File: src/rtl/mil_tx_pkg.sv
// Shared types and command-word field layout for the 1553 message scheduler.
package mil_tx_pkg;

  typedef enum logic [1:0] {
    ST_IDLE = 2'd0,
    ST_CW   = 2'd1,
    ST_DW   = 2'd2,
    ST_GAP  = 2'd3
  } state_t;

  // Command word field positions
  localparam int TR_BIT = 10;
  localparam int SA_HI  = 9;
  localparam int SA_LO  = 5;
  localparam int WC_HI  = 4;
  localparam int WC_LO  = 0;

  // Subaddresses that mark a mode code
  localparam logic [4:0] SA_MODE_LO = 5'd0;
  localparam logic [4:0] SA_MODE_HI = 5'd31;

  localparam int MAX_DW = 32;
  localparam int NDW_W  = 6;

  // Number of data words the bus controller sends after this command word.
  function automatic logic [NDW_W-1:0] cw_dw_count(input logic [15:0] cw);
    logic             tr;
    logic [4:0]       sa;
    logic [4:0]       wc;
    logic [NDW_W-1:0] n;
    tr = cw[TR_BIT];
    sa = cw[SA_HI:SA_LO];
    wc = cw[WC_HI:WC_LO];
    if (tr) begin
      // Remote terminal transmits; we only send the command word
      n = 6'd0;
    end else if ((sa == SA_MODE_LO) || (sa == SA_MODE_HI)) begin
      // Mode codes 16..31 carry one data word when received by the RT
      n = cw[WC_HI] ? 6'd1 : 6'd0;
    end else if (wc == 5'd0) begin
      n = 6'(MAX_DW);
    end else begin
      n = {1'b0, wc};
    end
    return n;
  endfunction

endpackage

File: src/rtl/mil_rr_arb.sv
// Two-way arbiter for the shared transmitter.
// MIL_TX_FIXED_PRIO_EN defined: requester 0 always wins ties.
// MIL_TX_FIXED_PRIO_EN undefined: round-robin on a last-served pointer.
module mil_rr_arb import mil_tx_pkg::*; (
  input  logic       clk,
  input  logic       rst,
  input  logic [1:0] req,
  input  logic       take,
  output logic [1:0] gnt
);

`ifdef MIL_TX_FIXED_PRIO_EN

  logic unused_s;
  assign unused_s = ^{clk, rst, take};

  // Strict priority: requester 0 first
  always_comb begin
    gnt = 2'b00;
    if (req[0]) begin
      gnt = 2'b01;
    end else if (req[1]) begin
      gnt = 2'b10;
    end else begin
      gnt = 2'b00;
    end
  end

`else

  // 1 = requester 1 was served last, so requester 0 wins the next tie
  logic last_r;

  // Round-robin pick: on a tie the requester not served last wins
  always_comb begin
    gnt = 2'b00;
    case (req)
      2'b01:   gnt = 2'b01;
      2'b10:   gnt = 2'b10;
      2'b11:   gnt = last_r ? 2'b01 : 2'b10;
      default: gnt = 2'b00;
    endcase
  end

  // Last-served pointer moves when the scheduler accepts a grant
  always_ff @(posedge clk) begin
    if (rst) begin
      last_r <= 1'b1;
    end else if (take && (gnt != 2'b00)) begin
      last_r <= gnt[1];
    end else begin
      last_r <= last_r;
    end
  end

`endif

endmodule

File: src/rtl/mil_tx_sched.sv
// Message scheduler in front of the 1553 Manchester word transmitter.
// Arbitrates two requesters, sends one command word plus 0..32 data words
// in fixed-length slots, then holds an inter-message gap.
// Tie-break mode is selected in mil_rr_arb by MIL_TX_FIXED_PRIO_EN.
module mil_tx_sched import mil_tx_pkg::*; #(
  parameter int WORD_CYC = 1000,
  parameter int GAP_CYC  = 200
) (
  input  logic        clk,
  input  logic        rst,
  input  logic [1:0]  req,
  input  logic [15:0] cw0,
  input  logic [15:0] cw1,
  input  logic [15:0] dw0,
  input  logic [15:0] dw1,
  output logic [1:0]  dw_rd,
  output logic [1:0]  done,
  output logic [1:0]  gnt,
  output logic        tx_st,
  output logic        tx_sync,
  output logic [15:0] tx_dat,
  output logic        txen
);

  localparam int SLOT_W = $clog2(WORD_CYC + 1);
  localparam int GAP_W  = $clog2(GAP_CYC + 1);
  localparam logic [SLOT_W-1:0] SLOT_LAST = SLOT_W'(WORD_CYC - 1);
  localparam logic [SLOT_W-1:0] SLOT_ONE  = SLOT_W'(1);
  localparam logic [SLOT_W-1:0] SLOT_ZERO = SLOT_W'(0);
  localparam logic [GAP_W-1:0]  GAP_LAST  = GAP_W'(GAP_CYC - 1);
  localparam logic [GAP_W-1:0]  GAP_ONE   = GAP_W'(1);
  localparam logic [GAP_W-1:0]  GAP_ZERO  = GAP_W'(0);

  state_t            state_r,    state_s;
  logic [SLOT_W-1:0] slot_cnt_r, slot_cnt_s;
  logic [GAP_W-1:0]  gap_cnt_r,  gap_cnt_s;
  logic [NDW_W-1:0]  rem_r,      rem_s;
  logic              win_r,      win_s;

  logic [1:0]        dw_rd_r,   dw_rd_s;
  logic [1:0]        done_r,    done_s;
  logic [1:0]        gnt_r,     gnt_s;
  logic              tx_st_r,   tx_st_s;
  logic              tx_sync_r, tx_sync_s;
  logic [15:0]       tx_dat_r,  tx_dat_s;
  logic              txen_r,    txen_s;

  logic [1:0]        arb_gnt_s;
  logic              arb_take_s;
  logic [15:0]       cw_sel_s;
  logic [15:0]       dw_sel_s;

  assign arb_take_s = (state_r == ST_IDLE);
  assign cw_sel_s   = arb_gnt_s[1] ? cw1 : cw0;
  assign dw_sel_s   = win_r ? dw1 : dw0;

  mil_rr_arb u_arb (
    .clk  (clk),
    .rst  (rst),
    .req  (req),
    .take (arb_take_s),
    .gnt  (arb_gnt_s)
  );

  // Next state, counters and next output values
  always_comb begin
    state_s    = state_r;
    slot_cnt_s = slot_cnt_r;
    gap_cnt_s  = gap_cnt_r;
    rem_s      = rem_r;
    win_s      = win_r;
    dw_rd_s    = 2'b00;
    done_s     = 2'b00;
    gnt_s      = gnt_r;
    tx_st_s    = 1'b0;
    tx_sync_s  = tx_sync_r;
    tx_dat_s   = tx_dat_r;
    txen_s     = txen_r;

    case (state_r)
      ST_IDLE: begin
        if (arb_gnt_s != 2'b00) begin
          state_s    = ST_CW;
          win_s      = arb_gnt_s[1];
          rem_s      = cw_dw_count(cw_sel_s);
          slot_cnt_s = SLOT_ZERO;
          tx_st_s    = 1'b1;
          tx_sync_s  = 1'b1;
          tx_dat_s   = cw_sel_s;
          txen_s     = 1'b1;
          gnt_s      = arb_gnt_s;
        end else begin
          state_s = ST_IDLE;
        end
      end

      ST_CW, ST_DW: begin
        if (slot_cnt_r == SLOT_LAST) begin
          if (rem_r != 6'd0) begin
            state_s    = ST_DW;
            slot_cnt_s = SLOT_ZERO;
            rem_s      = rem_r - 6'd1;
            tx_st_s    = 1'b1;
            tx_sync_s  = 1'b0;
            tx_dat_s   = dw_sel_s;
            dw_rd_s    = win_r ? 2'b10 : 2'b01;
          end else begin
            state_s   = ST_GAP;
            gap_cnt_s = GAP_ZERO;
            txen_s    = 1'b0;
            gnt_s     = 2'b00;
            tx_sync_s = 1'b0;
          end
        end else begin
          slot_cnt_s = slot_cnt_r + SLOT_ONE;
        end
      end

      ST_GAP: begin
        if (gap_cnt_r == GAP_LAST) begin
          state_s = ST_IDLE;
        end else begin
          gap_cnt_s = gap_cnt_r + GAP_ONE;
        end
      end

      default: begin
        state_s   = ST_IDLE;
        txen_s    = 1'b0;
        gnt_s     = 2'b00;
        tx_sync_s = 1'b0;
      end
    endcase

    // done is registered, so raise it when the upcoming cycle is the final
    // cycle of the final slot
    if (((state_s == ST_CW) || (state_s == ST_DW)) &&
        (slot_cnt_s == SLOT_LAST) && (rem_s == 6'd0)) begin
      done_s = gnt_s;
    end else begin
      done_s = 2'b00;
    end
  end

  // State, counters and registered outputs
  always_ff @(posedge clk) begin
    if (rst) begin
      state_r    <= ST_IDLE;
      slot_cnt_r <= SLOT_ZERO;
      gap_cnt_r  <= GAP_ZERO;
      rem_r      <= 6'd0;
      win_r      <= 1'b0;
      dw_rd_r    <= 2'b00;
      done_r     <= 2'b00;
      gnt_r      <= 2'b00;
      tx_st_r    <= 1'b0;
      tx_sync_r  <= 1'b0;
      tx_dat_r   <= 16'h0000;
      txen_r     <= 1'b0;
    end else begin
      state_r    <= state_s;
      slot_cnt_r <= slot_cnt_s;
      gap_cnt_r  <= gap_cnt_s;
      rem_r      <= rem_s;
      win_r      <= win_s;
      dw_rd_r    <= dw_rd_s;
      done_r     <= done_s;
      gnt_r      <= gnt_s;
      tx_st_r    <= tx_st_s;
      tx_sync_r  <= tx_sync_s;
      tx_dat_r   <= tx_dat_s;
      txen_r     <= txen_s;
    end
  end

  assign dw_rd   = dw_rd_r;
  assign done    = done_r;
  assign gnt     = gnt_r;
  assign tx_st   = tx_st_r;
  assign tx_sync = tx_sync_r;
  assign tx_dat  = tx_dat_r;
  assign txen    = txen_r;

endmodule

File: config.mk
export PLATFORM = sky130hd
export DESIGN_NAME = mil_tx_sched
export DESIGN_NICKNAME = d
export VERILOG_FILES = /design/src/rtl/mil_tx_pkg.sv /design/src/rtl/mil_rr_arb.sv /design/src/rtl/mil_tx_sched.sv
export SDC_FILE = /design/constraint.sdc
export NUM_CORES = 1
export LEC_CHECK = 0
export CORE_MARGIN = 2
export CORE_UTILIZATION = 52
export CTS_BUF_LIST = sky130_fd_sc_hd__clkbuf_8 sky130_fd_sc_hd__clkbuf_16
export CTS_CLUSTER_SIZE = 28
export DETAILED_ROUTE_END_ITERATION = 6
export PLACE_DENSITY_LB_ADDON = 0.2
export SETUP_SLACK_MARGIN = 0.1
export SLEW_MARGIN = 20
export SYNTH_ARGS = -nofsm -noshare
export SYNTH_HDL_FRONTEND = slang
export SYNTH_HIERARCHICAL = 1
export SYNTH_SLANG_ARGS = --single-unit
File: constraint.sdc
create_clock -name clk -period 5.74 [get_ports clk]
set_clock_uncertainty 0.2 [all_clocks]
set_input_delay 1.148 -clock clk [delete_from_list [all_inputs] [get_ports clk]]
set_output_delay 1.148 -clock clk [all_outputs]
set_load 0.005 [all_outputs]
==> results.yml, run 1 <==
run_status:
  status: "finished clean"
timing:
  hold_viol: 0
  tightest_slew_ns: 1.051
  drv_slew: 0
  setup_viol: 0
  fin_crit_ns: 4.558
  worst_slack_ns: 1.182
  final.setup.tns_ns: 0
  timing.final.crit_share_pct: 79.42
  rsz0062_at_grt: "no"
  maxSlewHeadroom_pct: 29.83
  timing.fmax_ghz: 0.2194
cts:
  cts_tree: "built"
  cts_root_buf: "clkbuf_8"
  clk-insertion-delay-late_ns: 0.31
  cts_setup_buffers: 0
  clkTransAtPathRegs_ns: 0.10
  cts_max_level: 2
  cts_inserted_buffers: 5
  postCtsHoldBufs: 0
  cts.sinks: 53
  cts-resized-gates: 0
  clockBufferDepth: 2
critical_path:
  crit_path_max_fanout: 11
  critPathLaunchType: "input pin"
  cp.required_ns: 5.80
  critPathKind: "in -> reg"
  arrival_ns: 4.62
  end_kind: "flop"
yosys:
  synth_cell_types: 59
  synth_top_family_by_area: "simple AND/OR/NAND/NOR gates"
  yosys_most_used_dff: "dfxtp_1"
  synthXorXnorAreaFrac_pct: 1.862
  syn_inst: 409
  synthTopCellsByArea: "dfxtp_1, mux2i_1, a211oi_1, nor2_1, a21oi_1"
  synth_edf_count: 0
  synth.mux.area_fraction_pct: 10.30
  yosys.area.top_type: "dfxtp_1"
  yosys.area.top_type_share_pct: 32.23
  ys_async_sr_fraction_pct: 0
  synth-simple-area-share_pct: 25.01
  syn_area_per_cell_um2: 8.049
  yosys_warnings: 6
  ys_seq_area_share_pct: 32.23
  netlist_area_um2: 3292
  ys_ff_latch: 53
  synthAdderAreaFrac_pct: 1.900
  syn_nets: 482
  synth-compound-area-share_pct: 23.60
routing:
  firstDrtPassIters: 5
  wl_mm: 9.634
  wl_per_cell_um: 17.20
  detail-route-antenna-nets: 0
  drtIter0Drc: 308
  viasPerCell: 6.170
  drc: 0
  vias: 3455
cells_and_area:
  area_growth_pct: 31.66
  multi_input_area_um2: 2067
  regArea_um2: 1061
  drive_above_1_share_pct: 5.773
  fin_cells: 560
  mostFrequentLayoutCells: "clkdlybuf4s50_1, dfxtp_1, nor2_1, a21oi_1, mux2i_1"
  fin_nets: 557
  final_common_cell: "clkdlybuf4s50_1"
  final_cell_area_um2: 4334
  diodes: 0
  post-route-util_pct: 71.93
  fillCellCount: 498
floorplanning:
  die_area_um2: 6983
  core-area_um2: 6026
  initial_core_util_pct: 54.63
  dieHeight_um: 83.57
  fp.dieW_um: 83.57
  ios: 93
  placementRows: 28
power_and_ir_drop:
  p_leak_nw: 1.563
  power.density_nw_per_um2: 220.0
  ir_worst_vdd_uv: 152.5
placed_design:
  postPlaceCellArea_um2: 4218
  globalplace.congestion: 0.9116
  portBuffers: 92
  post-dp-hpwl_mm: 7.115
  post-place-cells: 552
  pre_cts_slack_ns: 0.9493
global_routing:
  grt_pass1_wl_mm: 15.91
  grt_max_degree: 44
  grt_pass1_vias: 3295
  antenna_found_initial: 0
  grt_overflow_total: 0
  track_usage_pct: 27.37
min_path:
  hp-class: "reg -> reg"
run:
  maxCapViolCount: 0
## cell type report
| class | count | share of cell area [%] |
|---|---|---|
| multi-input combinational | 315 | 47.69 |
| sequential | 53 | 24.48 |
| timing repair buffer | 95 | 21.77 |
| tap | 75 | 2.165 |
| clock buffer | 6 | 1.905 |
| inverter | 14 | 1.212 |
| clock inverter | 2 | 0.7794 |
## path summary, 6_finish.rpt
kind,startpoint,end,slack (ns),cells after the start
max,req[0],done[0]$_SDFF_PP0_,1.18,9
min,tx_sync$_SDFFE_PP0P_,tx_sync$_SDFFE_PP0P_,0.29,2
max reg2reg,state_r[1]$_SDFF_PP0_,done[0]$_SDFF_PP0_,2.01,8
min reg2reg,tx_sync$_SDFFE_PP0P_,tx_sync$_SDFFE_PP0P_,0.29,2
## state kept, by name (all words and copies together) (netlist names)
name / flops
tx_st: 1
state_r: 2
win_r: 1
u_arb/last_r: 1
done: 2
tx_sync: 1
gap_cnt_r: 8
slot_cnt_r: 10
rem_r: 6
dw_rd: 2
txen: 1
tx_dat: 16
gnt: 2
## metal layers
layer  GRT usage [%]  wire length [um]  up-vias
li1                -                 -     1663
met1           35.23              4006     1643
met2           47.71              4913      128
met3           4.550               567       21
met4           6.598               146        0
met5               0                 0        -
## worst max-delay path: stages
cell	delay, ns
clkdlybuf4s50_1	0.51
a21boi_0	0.55
nor3b_2	0.23
or2_2	0.45
o2bb2ai_1	0.18
or4_1	0.54
or4b_1	0.53
nor4_2	0.26
and4_1	0.22
## cell families after synthesis
group | Yosys count
AO/OA/AOI/OAI | 117
multiplexers | 33
adder cells (fa/ha/maj) | 5
flip-flops | 53
buffers and inverters | 41
AND/OR/NAND/NOR | 153
XOR/XNOR | 7
## cells in the mapped netlist, types with 2 or more instances
master	n
buf_1	2
xor2_1	6
nor3_1	6
buf_2	3
a22oi_1	2
a21boi_0	4
mux2_2	7
a31oi_1	5
nand4_1	10
nand2b_1	5
a21oi_1	34
clkbuf_2	2
and2_1	7
mux2i_1	26
a221oi_1	5
and4_1	6
a211oi_1	25
o21ai_0	14
nor2_1	49
nand4b_1	2
nor2b_1	11
nand2_1	24
o211ai_1	4
o22ai_1	3
clkbuf_1	19
or4_1	2
and3_1	5
nor3b_1	3
or2_2	3
inv_1	14
ha_1	5
o21a_1	4
or3_1	2
nand3_1	10
dfxtp_1	53
o31ai_1	4
## per-stage QoR
| step | power [mW] | hold WS [ns] |
|---|---|---|
| 6_report | 0.9535 | 0.2904 |
| 5_1_grt | 1.001 | 0.3198 |
| 4_1_cts | 0.9553 | 0.2937 |
| 3_5_place_dp | 0.6927 | 0.2756 |
| 3_3_place_gp | 0.6844 | 0.2658 |
| 2_1_floorplan | 0.5678 | 0.2646 |
## power breakdown
part	internal, mW	switching [mW]
combinational	0.139	0.137
clock	0.141	0.125
sequential	0.391	0.0209
Power figures use the tool's default switching activity.
==> run 2, diff against run 1 <==
Settings changed: CORE_UTILIZATION 52 to 44.
Clock period 5.74 ns to 3.9 ns, I/O delays scaled along.
==> results.yml, run 2 (synthesis results as in run 1) <==
run_status:
  status: "finished clean"
critical_path:
  cp_top_family: "simple AND/OR/NAND/NOR gates"
  slowest_stage: "clkdlybuf4s50_1"
  reg2reg_slack_ns: 0.67
  reg2reg_from: "rem_r[0]$_SDFF_PP0_"
  cp_cell_sequence: "clkdlybuf4s50_1 -> a21boi_2 -> buf_4 -> mux2_2 -> nor4_1 -> mux2i_1 -> and2_1 -> a2111o_1 -> nor4_2 -> and4_1"
  crit_path_max_fanout: 12
  critPathLaunchType: "input pin"
  path_buf_inv: 2
  critPathKind: "in -> reg"
  ff2ff_path_depth: 9
  r2r_end: "done[0]$_SDFF_PP0_"
  cpPeakStageDelay_ns: 0.52
  end_kind: "flop"
  cp.required_ns: 3.97
  arrival_ns: 3.63
global_routing:
  track_usage_pct: 23.30
  grt_overflow_total: 0
  grt_pass1_wl_mm: 15.80
  grt_pass1_vias: 3404
  antenna_found_initial: 0
  grt_max_degree: 43
timing:
  setup_viol: 0
  final.setup.tns_ns: 0
  timing.fmax_ghz: 0.2808
  maxSlewHeadroom_pct: 32.38
  rsz0062_at_grt: "no"
  drv_slew: 0
  fin_crit_ns: 3.561
  tightest_slew_ns: 1.013
  hold_viol: 0
  timing.final.crit_share_pct: 91.31
cells_and_area:
  mostFrequentLayoutCells: "clkdlybuf4s50_1, dfxtp_1, nor2_1, a21oi_1, mux2i_1"
  largest_reg_flops: 16
  diodes: 0
  fin_nets: 575
  final_cell_area_um2: 4492
  final_common_cell: "clkdlybuf4s50_1"
  area_growth_pct: 36.45
  fin_cells: 602
  drive_above_1_share_pct: 9.543
floorplanning:
  die_area_um2: 8189
  placementRows: 31
  ios: 93
  core-area_um2: 7253
  initial_core_util_pct: 45.39
  dieHeight_um: 90.50
  fp.dieW_um: 90.50
placed_design:
  portBuffers: 92
  post-dp-hpwl_mm: 7.265
  globalplace.congestion: 0.9654
  post-place-cells: 594
  postPlaceCellArea_um2: 4383
cts:
  clockBufferDepth: 2
  cts_inserted_buffers: 5
  cts.sinks: 53
  cts_tree: "built"
  cts_setup_buffers: 0
  cts_root_buf: "clkbuf_8"
  clk-insertion-delay-late_ns: 0.32
  clkTransAtPathRegs_ns: 0.10
  cts_max_level: 2
power_and_ir_drop:
  ir_worst_vdd_uv: 143.2
  power.density_nw_per_um2: 308.9
  finalPower_mw: 1.388
  p_leak_nw: 1.645
routing:
  drtIter0Drc: 185
  detail-route-antenna-nets: 0
  viasPerCell: 5.706
  firstDrtPassIters: 4
  drc: 0
  vias: 3435
  wl_per_cell_um: 15.65
  wl_mm: 9.424
min_path:
  hold_end: "tx_sync$_SDFFE_PP0P_"
  min_from: "tx_sync$_SDFFE_PP0P_"
  hp-class: "reg -> reg"
  hold_depth: 2
run:
  maxCapViolCount: 0
[run 2: worst max path at each step]
stage	from	to	slack, ns	cells past startpoint
3_3_place_gp	req[0]	done[1]$_SDFF_PP0_	0.009	10
4_1_cts	req[0]	done[0]$_SDFF_PP0_	0.22	10
5_1_grt	req[1]	done[0]$_SDFF_PP0_	0.19	10
6_report	req[1]	done[0]$_SDFF_PP0_	0.34	10
3_5_place_dp	req[0]	done[0]$_SDFF_PP0_	-0.11	10
2_1_floorplan	req[0]	done[0]$_SDFF_PP0_	0.46	8
[run 2: power breakdown]
part           leakage [nW]  total (mW)  internal, mW  switching, mW
Clock                0.0549       0.356         0.164          0.192
Sequential            0.432       0.608         0.576         0.0318
Combinational          1.16       0.424         0.225          0.199
Total                  1.65        1.39         0.965          0.422
[run 2: final cells by class]
class	count	area [um2]
clock buffer	7	96.34
fill	673	2761
timing repair buffer	113	1079
tap	99	123.9
sequential	53	1061
clock inverter	1	8.758
multi-input combinational	315	2071
inverter	14	52.55
[run 2: stage by stage]
step           setup WS, ns  hold WS, ns  util (%)
2_1_floorplan        0.4637       0.2646         -
5_1_grt              0.1875       0.3235     61.93
6_report             0.3387       0.2862     61.93
3_3_place_gp       0.008973       0.2646     60.43
4_1_cts              0.2207       0.2894     61.88
3_5_place_dp        -0.1137       0.2761     60.43
[run 2: per-layer routing]
layer  GRT usage [%]  vias up  wire length, um
li1                -     1689                -
met2           38.74      134             4483
met3           5.843       20              768
met1           28.89     1592             3949
met4           9.103        0              223
met5               0        -                0
[run 2: tightest hold or removal path, cell delays in order (launching register included)]
cell	delay (ns)
dfxtp_1	0.32
o21ai_0	0.07
a21oi_1	0.06
[run 2: what timing repair did]
item,4_1_cts,5_1_grt
resized for setup,0,2
hold buffers,0,0
setup endpoints to repair,0,2
